===== src/rtl/prog_loader_pkg.sv =====
// prog_loader_pkg: shared definitions for the boot-time instruction loader.
// Holds the loader state encoding, the bytes-per-word constant and the
// instruction address step (matches the datapath's PC+4 increment).
package prog_loader_pkg;

  typedef enum logic [2:0] {
    ST_LEN_HI = 3'd0,
    ST_LEN_LO = 3'd1,
    ST_LOAD   = 3'd2,
    ST_WRITE  = 3'd3,
    ST_DONE   = 3'd4,
    ST_ERR    = 3'd5
  } state_t;

  localparam int          WORD_BYTES = 4;
  localparam logic [31:0] ADDR_STEP  = 32'd4;

  // Byte address of instruction word idx.
  function automatic logic [31:0] word_addr(input logic [31:0] idx);
    return idx * ADDR_STEP;
  endfunction

endpackage


===== src/rtl/prog_loader_if.sv =====
// prog_loader_if: byte-stream valid/ready handshake into the loader.
//   valid : source has a byte on data
//   data  : stream byte
//   ready : loader accepts a byte this cycle
// master = byte source, slave = loader.
interface prog_loader_if;
  logic       valid;
  logic [7:0] data;
  logic       ready;

  modport master (output valid, output data, input ready);
  modport slave  (input valid, input data, output ready);
endinterface


===== src/rtl/prog_loader_byte_packer.sv =====
// prog_loader_byte_packer: assembles big-endian 32-bit words from bytes.
//   i_clk, i_rst : clock, synchronous active-high reset
//   i_shift      : accept i_byte this cycle
//   i_byte       : incoming byte
//   o_word       : assembled word (first byte of a word ends up in [31:24])
//   o_word_full  : the next shifted byte completes the current word
module prog_loader_byte_packer
  import prog_loader_pkg::*;
(
  input  logic        i_clk,
  input  logic        i_rst,
  input  logic        i_shift,
  input  logic [7:0]  i_byte,
  output logic [31:0] o_word,
  output logic        o_word_full
);

  logic [31:0] r_word;
  logic [1:0]  r_cnt;

  always_ff @(posedge i_clk) begin
    if (i_rst) begin
      r_word <= '0;
      r_cnt  <= '0;
    end else if (i_shift) begin
      r_word <= {r_word[23:0], i_byte};
      // 2-bit counter wraps 3 -> 0 on the word-completing byte
      r_cnt  <= r_cnt + 2'd1;
    end
  end

  assign o_word      = r_word;
  assign o_word_full = (r_cnt == 2'(WORD_BYTES - 1));

endmodule


===== src/rtl/prog_loader.sv =====
// prog_loader: boot-time loader feeding the instruction memory.
// Receives a 2-byte big-endian length header followed by LEN big-endian
// instruction words, writes them to consecutive word addresses and then
// releases the datapath with o_cpu_run.
//   i_clk, i_rst      : clock, synchronous active-high reset
//   s_in              : byte stream (valid/ready)
//   o_im_we           : instruction-memory write strobe (one cycle)
//   o_im_addr         : byte address of the write
//   o_im_wdata        : instruction word being written
//   o_cpu_run         : program fully loaded
//   o_load_err        : header length exceeded MAX_WORDS
//   o_words_loaded    : number of words written so far
//
// state  | meaning
// LEN_HI | waiting for length MSB
// LEN_LO | waiting for length LSB, then range check
// LOAD   | collecting the 4 bytes of the current word
// WRITE  | one-cycle instruction-memory write
// DONE   | program loaded, datapath released
// ERR    | header too long, loader halted
module prog_loader
  import prog_loader_pkg::*;
#(
  parameter int MAX_WORDS = 256,
  parameter int LEN_W     = 16   // header is 16 bits wide, so LEN_W >= 16
) (
  input  logic             i_clk,
  input  logic             i_rst,
  prog_loader_if.slave     s_in,
  output logic             o_im_we,
  output logic [31:0]      o_im_addr,
  output logic [31:0]      o_im_wdata,
  output logic             o_cpu_run,
  output logic             o_load_err,
  output logic [LEN_W-1:0] o_words_loaded
);

  state_t           r_state;
  state_t           w_state_nxt;
  logic [7:0]       r_len_hi;
  logic [LEN_W-1:0] r_len;
  logic [LEN_W-1:0] r_word_cnt;
  logic [LEN_W-1:0] w_cnt_inc;
  logic [15:0]      w_len;
  logic             w_in_ready;
  logic             w_xfer;
  logic             w_word_full;
  logic [31:0]      w_word;

  // Ready depends only on state (and reset), never on valid.
  assign w_in_ready = ~i_rst & ((r_state == ST_LEN_HI) |
                                (r_state == ST_LEN_LO) |
                                (r_state == ST_LOAD));
  assign w_xfer     = s_in.valid & w_in_ready;
  assign w_len      = {r_len_hi, s_in.data};
  assign w_cnt_inc  = r_word_cnt + LEN_W'(1);

  prog_loader_byte_packer u_packer (
    .i_clk       (i_clk),
    .i_rst       (i_rst),
    .i_shift     (w_xfer & (r_state == ST_LOAD)),
    .i_byte      (s_in.data),
    .o_word      (w_word),
    .o_word_full (w_word_full)
  );

  always_ff @(posedge i_clk) begin
    if (i_rst) r_state <= ST_LEN_HI;
    else       r_state <= w_state_nxt;
  end

  always_comb begin
    w_state_nxt = r_state;
    case (r_state)
      ST_LEN_HI: if (w_xfer) w_state_nxt = ST_LEN_LO;
      ST_LEN_LO: begin
        if (w_xfer) begin
          if (w_len == 16'd0)                 w_state_nxt = ST_DONE;
          else if (w_len > 16'(MAX_WORDS))    w_state_nxt = ST_ERR;
          else                                w_state_nxt = ST_LOAD;
        end
      end
      ST_LOAD:  if (w_xfer && w_word_full) w_state_nxt = ST_WRITE;
      ST_WRITE: w_state_nxt = (w_cnt_inc == r_len) ? ST_DONE : ST_LOAD;
      ST_DONE:  w_state_nxt = ST_DONE;
      ST_ERR:   w_state_nxt = ST_ERR;
      default:  w_state_nxt = ST_LEN_HI;
    endcase
  end

  always_ff @(posedge i_clk) begin
    if (i_rst) begin
      r_len_hi   <= '0;
      r_len      <= '0;
      r_word_cnt <= '0;
    end else begin
      if (w_xfer && r_state == ST_LEN_HI) r_len_hi <= s_in.data;
      if (w_xfer && r_state == ST_LEN_LO) r_len <= LEN_W'(w_len);
      if (r_state == ST_WRITE)            r_word_cnt <= w_cnt_inc;
    end
  end

  // Reset suppresses a write that would otherwise be in flight this cycle.
  assign o_im_we        = (r_state == ST_WRITE) & ~i_rst;
  assign o_im_addr      = o_im_we ? word_addr(32'(r_word_cnt)) : 32'd0;
  assign o_im_wdata     = o_im_we ? w_word : 32'd0;
  assign o_cpu_run      = (r_state == ST_DONE);
  assign o_load_err     = (r_state == ST_ERR);
  assign o_words_loaded = r_word_cnt;
  assign s_in.ready     = w_in_ready;

endmodule


===== src/flat_wrapper.sv =====
// flat-port wrapper written by rule: the top's interface ports become plain ports
module prog_loader_flat import prog_loader_pkg::*;
#(
  parameter int MAX_WORDS = 256,
  parameter int LEN_W     = 16                                            
)
  (i_clk, i_rst, o_im_we, o_im_addr, o_im_wdata, o_cpu_run, o_load_err, o_words_loaded, s_in_valid, s_in_data, s_in_ready);
  prog_loader_if s_in_i ();
  input  logic i_clk;
  input  logic i_rst;
  output logic o_im_we;
  output logic [31:0] o_im_addr;
  output logic [31:0] o_im_wdata;
  output logic o_cpu_run;
  output logic o_load_err;
  output logic [LEN_W-1:0] o_words_loaded;
  input wire logic [$bits(s_in_i.valid)-1:0] s_in_valid;
  input wire logic [$bits(s_in_i.data)-1:0] s_in_data;
  output wire logic [$bits(s_in_i.ready)-1:0] s_in_ready;
  assign s_in_i.valid = s_in_valid;
  assign s_in_i.data = s_in_data;
  assign s_in_ready = s_in_i.ready;
  prog_loader #(.MAX_WORDS(MAX_WORDS), .LEN_W(LEN_W)) u_core (.i_clk(i_clk), .i_rst(i_rst), .s_in(s_in_i), .o_im_we(o_im_we), .o_im_addr(o_im_addr), .o_im_wdata(o_im_wdata), .o_cpu_run(o_cpu_run), .o_load_err(o_load_err), .o_words_loaded(o_words_loaded));
endmodule

===== config.mk =====
export PLATFORM = sky130hd
export DESIGN_NAME = prog_loader_flat
export DESIGN_NICKNAME = d
export VERILOG_FILES = /design/src/rtl/prog_loader_pkg.sv /design/src/rtl/prog_loader_if.sv /design/src/rtl/prog_loader_byte_packer.sv /design/src/rtl/prog_loader.sv /design/src/flat_wrapper.sv
export SDC_FILE = /design/constraint.sdc
export NUM_CORES = 1
export LEC_CHECK = 0
export ABC_AREA = 1
export CAP_MARGIN = 20
export CORE_MARGIN = 5
export CORE_UTILIZATION = 54
export DETAILED_ROUTE_END_ITERATION = 7
export GPL_TIMING_DRIVEN = 0
export PLACE_DENSITY_LB_ADDON = 0.2
export SLEW_MARGIN = 30
export SYNTH_ARGS = -nofsm -noshare
export SYNTH_HDL_FRONTEND = slang
export SYNTH_SLANG_ARGS = --single-unit

===== constraint.sdc =====
create_clock -name i_clk -period 3.2 [get_ports i_clk]
set_clock_uncertainty 0.1 [all_clocks]
set_input_delay 0.64 -clock i_clk [delete_from_list [all_inputs] [get_ports i_clk]]
set_output_delay 0.64 -clock i_clk [all_outputs]
set_load 0.005 [all_outputs]

==> results of run 1 <==
-- cell type report --
type,instances,area [um^2],area share
Buffer,42,238,0.0460
Timing Repair Buffer,79,787,0.152
Clock buffer,10,128,0.0247
Tap cell,99,124,0.0240
Clock inverter,6,70.1,0.0135
Sequential cell,77,1550,0.299
Inverter,105,394,0.0762
Multi-Input combinational cell,396,1880,0.364
-- cell usage after synthesis, types with 2 or more instances --
library cell	instances	area, um^2
o21ai_1	3	15.0
buf_2	10	50.1
o211ai_1	4	30.0
buf_4	17	128
nand2_2	3	18.8
nor2_2	3	18.8
dfxtp_1	77	1540
o21ai_0	70	350
nor2_1	77	289
nand2_1	83	312
nor3_1	2	10.0
a21oi_1	69	345
nand3b_1	3	22.5
clkbuf_1	15	56.3
ha_1	2	25.0
inv_1	102	383
nand4_1	14	87.6
nor2_4	5	56.3
nand3_1	35	175
inv_2	3	11.3
-- sequential cells by signal, indices dropped and copies added, names as in the netlist --
register,flops
u_core.r_len,16
u_core.u_packer.o_word,32
u_core.o_words_loaded,16
u_core.r_state,3
u_core.r_len_hi,8
u_core.u_packer.r_cnt,2
-- critical path: stages, from the launching register on --
cell and delay (ns):
dfxtp_4 0.39, nand2_1 0.11, nor2_4 0.17, inv_2 0.12
nor2_4 0.14, inv_2 0.14, clkbuf_1 0.23, nor2_1 0.14
clkdlybuf4s50_1 0.52
-- routing by layer --
metal / GRT usage / vias up / part of all wire
li1: - / 2114 / -
met1: 0.309 / 1911 / 0.42
met2: 0.428 / 156 / 0.48
met3: 0.0407 / 32 / 0.058
met4: 0.140 / 0 / 0.038
met5: 0 / - / 0
-- how the worst max path moves through the flow --
stage / startpoint / to
2_1_floorplan: u_core.r_state[1]$_SDFFE_PP0P_ / o_im_addr[10]
3_3_place_gp: i_rst / o_im_wdata[30]
3_5_place_dp: i_rst / o_im_addr[4]
4_1_cts: u_core.r_state[1]$_SDFFE_PP0P_ / o_im_addr[10]
5_1_grt: u_core.r_state[0]$_SDFFE_PP0P_ / o_im_wdata[18]
6_report: u_core.r_state[1]$_SDFFE_PP0P_ / o_im_wdata[6]
-- power by group through the flow --
stage	Combinational, mW	Sequential, mW	Clock, mW
6_report	0.162	1.00	0.749
5_1_grt	0.182	1.00	0.810
4_1_cts	0.159	1.00	0.755
3_5_place_dp	0.159	1.02	0
3_3_place_gp	0.156	1.02	0
2_1_floorplan	0.112	1.02	0
-- per-stage QoR --
step / utilization / instance area (um^2) / setup WS [ns] / setup TNS [ns]
floorplan: - / 4050 / 1.03 / 0
global placement: 0.687 / 4950 / -0.0391 / -0.368
detailed placement: 0.687 / 4950 / -0.0715 / -0.778
CTS: 0.716 / 5170 / 0.0261 / 0
global route: 0.717 / 5170 / 0.0132 / 0
finish: 0.717 / 5170 / 0.144 / 0
-- timing repair --
action	CTS	global route
setup endpoints to repair	48	20
resized for setup	5	5
setup buffers	1	0
pin swaps	1	0
-- logic make-up (layout without fill, tap and decap cells) --
kind of cell               after synthesis  in the layout  synth area share
DFF                                     77             77             0.386
AOI/OAI and AO/OA                      151            151             0.197
other                                    1             16          0.000939
adders and majority gates                2              2           0.00626
buffers and inverters                  148            242             0.158
and+or+nand+nor                        227            227             0.252
==> results_dict.tcl, run 1 <==
set metrics [dict create \
    final_common_cell "inv_1" \
    hold_slack_ns 0.375 \
    avgSynthCellArea_um2 6.59 \
    rows 31 \
    hp-start "u_core.u_packer.o_word[1]$_SDFFE_PP0P_" \
    cts-hold-fix-buffers 0 \
    clockPowerShare 0.392 \
    yosysSeqAreaShare 0.386 \
    track_usage 0.255 \
    p_comb_frac 0.085 \
    power_frac_seq 0.524 \
    regToRegSetupSlack_ns 1.00 \
    ys.flop_type "dfxtp_1" \
    fin_crit_sh 0.955 \
    reg2reg_depth 16 \
    end_kind "output pin" \
    antenna_found_initial 0 \
    die_w_um 96 \
    rsz0062_at_grt "no" \
    ys_types 29 \
    cts_made_buffers 9 \
    netlist_instances 606 \
    power.internal_mw 1.41 \
    async_reset_ff_frac 0 \
    holdCritPathClass "flop to flop" \
    h-tree-depth 3 \
    place.gp.congestion 0.905 \
    ys_ff_latch 77 \
    whs_endpoint "u_core.u_packer.o_word[9]$_SDFFE_PP0P_" \
    hpwl_um 8580 \
    drcViolationCount 0 \
    fin_nets 723 \
    max_freq_mhz 327 \
    start_kind "flop" \
    fin_cells 814 \
    antennaDiodeCount 0 \
    cts_max_path_buffers 2 \
    hold_violations 0 \
    cts_sinks 77 \
    die_y_um 96 \
    min_path_cells 2 \
    mostFrequentLayoutCells "102 x inv_1, 83 x nand2_1, 77 x clkdlybuf4s50_1, 76 x nor2_1, 75 x dfxtp_1" \
    grt_max_degree 15 \
    required_ns 2.46 \
    worstMarginPinSlew_ns 0.603 \
    place_inst 798 \
    status "finished clean" \
    fin_crit_ns 3.06 \
    peakVddDrop_v 0.000295 \
    reg2reg_to "u_core.r_state[1]$_SDFFE_PP0P_" \
    area_growth_pct 29.5 \
    clk_pin_slew_worst_paths_ns 0.09 \
    die_area_um2 9220 \
    slew_headroom 0.598 \
    fill_cells 641 \
    port_buffers 78 \
    drv_slew 0 \
    reg2reg_from "u_core.o_words_loaded[0]$_SDFFE_PP0P_" \
    dr.pass1.iters 7 \
    core_region_area_um2 7210 \
    grt_pass1_vias 3996 \
    finalPower_mw 1.91 \
    drive_above_1_share 0.0853 \
    p_sw_frac 0.260 \
    setup_viol 0 \
    root_buffer "clkbuf_8" \
    pin_count 95 \
    power_density_nw_per_um2 370 \
    wl_per_cell_um 13.8 \
    clock_latency_ns 0.35 \
    grt_remaining_overflow 0 \
    cp_max_fo 12 \
    arrival_ns 2.32 \
    synth-edff-count 0 \
    cts_tree "built" \
    ys_warn_count 0 \
    postRouteAntennaNets 0 \
    drt_iter0_drc 271 \
    netlist_area_um2 3990 \
    vias 4213 \
    crit_type "flop to output pin" \
    wl_um 11200 \
    maxCapViolCount 0 \
    switching_power_mw 0.496 \
    leakage_nw 2.07 \
    initial_core_util 0.554 \
    grt_pass1_wl_um 18400 \
    via_per_inst 5.18 \
]
No activity file was read; power rests on OpenSTA's default activity.
==> run 2, diff against run 1 <==
--- a/config.mk
+++ b/config.mk
@@ -6,7 +6,6 @@
 export NUM_CORES = 1
 export LEC_CHECK = 0
 export ABC_AREA = 1
-export CAP_MARGIN = 20
 export CORE_MARGIN = 5
 export CORE_UTILIZATION = 54
 export DETAILED_ROUTE_END_ITERATION = 7
==> results of run 2 <==
Final layout, timing and power as in run 1 (identical DEF).
==> run 3, diff against run 2 <==
--- a/config.mk
+++ b/config.mk
@@ -9,6 +9,7 @@
 export CORE_MARGIN = 5
 export CORE_UTILIZATION = 54
 export DETAILED_ROUTE_END_ITERATION = 7
+export GPL_ROUTABILITY_DRIVEN = 0
 export GPL_TIMING_DRIVEN = 0
 export PLACE_DENSITY_LB_ADDON = 0.2
 export SLEW_MARGIN = 30
==> results_dict.tcl, run 3 (synthesized netlist as in run 1, its figures left out) <==
set metrics [dict create \
    status "finished clean" \
    clockPowerShare 0.370 \
    switching_power_mw 0.508 \
    leakage_nw 2.12 \
    cts_made_buffers 9 \
    antennaDiodeCount 0 \
    power.internal_mw 1.34 \
    root_buffer "clkbuf_8" \
    p_sw_frac 0.275 \
    end_kind "output pin" \
    maxCapViolCount 0 \
    wl_per_cell_um 13.6 \
    cts-hold-fix-buffers 0 \
    slew_headroom 0.611 \
    clk_pin_slew_worst_paths_ns 0.09 \
    peakVddDrop_v 0.000253 \
    grt_pass1_wl_um 18300 \
    fin_crit_sh 0.967 \
    die_area_um2 9220 \
    power_density_nw_per_um2 358 \
    start_kind "flop" \
    postRouteAntennaNets 0 \
    reg2reg_depth 14 \
    drt_iter0_drc 233 \
    via_per_inst 5.14 \
    final_common_cell "inv_1" \
    fin_crit_ns 3.09 \
    min_path_cells 2 \
    required_ns 2.46 \
    crit_type "flop to output pin" \
    p_comb_frac 0.088 \
    setup_tns_ns 0 \
    initial_core_util 0.554 \
    hold_violations 0 \
    holdCritPathClass "flop to flop" \
    core_region_area_um2 7210 \
    max_freq_mhz 323 \
    hpwl_um 8510 \
    antenna_found_initial 0 \
    power_frac_seq 0.542 \
    finalPower_mw 1.85 \
    grt_max_degree 16 \
    cts_max_path_buffers 2 \
    setup_viol 0 \
    grt_remaining_overflow 0 \
    cp_max_fo 10 \
    cts_sinks 77 \
    track_usage 0.252 \
    drcViolationCount 0 \
    grt_pass1_vias 4182 \
    dr.pass1.iters 6 \
    drv_slew 0 \
    die_y_um 96 \
    die_w_um 96 \
    largest_register_ffs 32 \
    arrival_ns 2.35 \
    worstMarginPinSlew_ns 0.583 \
    area_growth_pct 29.5 \
    h-tree-depth 3 \
    port_buffers 78 \
    vias 4192 \
    rows 31 \
    drive_above_1_share 0.0880 \
    clock_latency_ns 0.35 \
    pin_count 95 \
    mostFrequentLayoutCells "102 x inv_1, 83 x nand2_1, 76 x nor2_1, 75 x clkdlybuf4s50_1, 75 x dfxtp_1" \
    cts_tree "built" \
    wl_um 11100 \
    fin_nets 724 \
]
[run 3: cell count changes in the layout (fill, tap and decap cells not counted), moves of 2 or more]
cell | before | now
clkinvlp_4 | 3 | 1
clkdlybuf4s50_1 | 77 | 75
dlymetal6s2s_1 | 0 | 3
inv_6 | 2 | 4
[run 3: area by class of cell]
class,count,area (um^2)
repair buffers,79,796
fillers,628,2040
inverters,105,397
plain buffers,43,245
clock buffers,9,124
multi-input cells,396,1880
well taps,99,124
flip-flops and latches,77,1550
clock inverters,7,56.3
[run 3: final timing paths]
| check | startpoint | endpoint | slack (ns) |
|---|---|---|---|
| worst max-delay path | u_core.r_state[0]$_SDFFE_PP0P_ | o_im_addr[4] | 0.11 |
| worst min-delay path | u_core.u_packer.o_word[1]$_SDFFE_PP0P_ | u_core.u_packer.o_word[9]$_SDFFE_PP0P_ | 0.38 |
| worst max register to register | u_core.o_words_loaded[1]$_SDFFE_PP0P_ | u_core.r_state[1]$_SDFFE_PP0P_ | 0.93 |
| worst min register to register | u_core.u_packer.o_word[1]$_SDFFE_PP0P_ | u_core.u_packer.o_word[9]$_SDFFE_PP0P_ | 0.38 |
[run 3: power groups by stage]
stage | clock [mW] | sequential (mW) | combinational (mW)
4_1_cts | 0.691 | 1.00 | 0.160
6_report | 0.685 | 1.00 | 0.163
3_3_place_gp | 0 | 1.02 | 0.154
2_1_floorplan | 0 | 1.02 | 0.112
3_5_place_dp | 0 | 1.02 | 0.159
5_1_grt | 0.739 | 1.00 | 0.181
[run 3: through the flow]
step	std cells	hold slack, ns	setup slack (ns)	utilization	cell area (um^2)
after floorplan	621	0.341	1.03	-	4050
after global placement	798	0.356	-0.0406	0.687	4950
after detailed placement	798	0.364	-0.0698	0.687	4950
after CTS	815	0.377	0.00770	0.714	5150
after global routing	815	0.406	-0.00105	0.717	5170
final	815	0.375	0.106	0.717	5170
[run 3: worst max-delay path, cell delays in order (launching register included)]
cell and delay, ns:
dfxtp_2 0.38, nand2_1 0.12, nor2_4 0.17, inv_4 0.09, nor2_4 0.15, inv_2 0.05, clkbuf_4 0.20, buf_4 0.21
nor2_1 0.11, clkdlybuf4s50_1 0.53
[run 3: per-layer routing]
layer  vias up  global-route usage  wire length, um
met4         0               0.136              320
met5         -                   0                0
met1      1857               0.298             4650
met3        29              0.0485              747
li1       2119                   -                -
met2       187               0.426             5380
[run 3: repair_timing]
item	CTS	global route
endpoints found under the setup margin	48	20
resized for setup	4	9
gates cloned	0	0
pin swaps	2	1
setup buffers	1	0
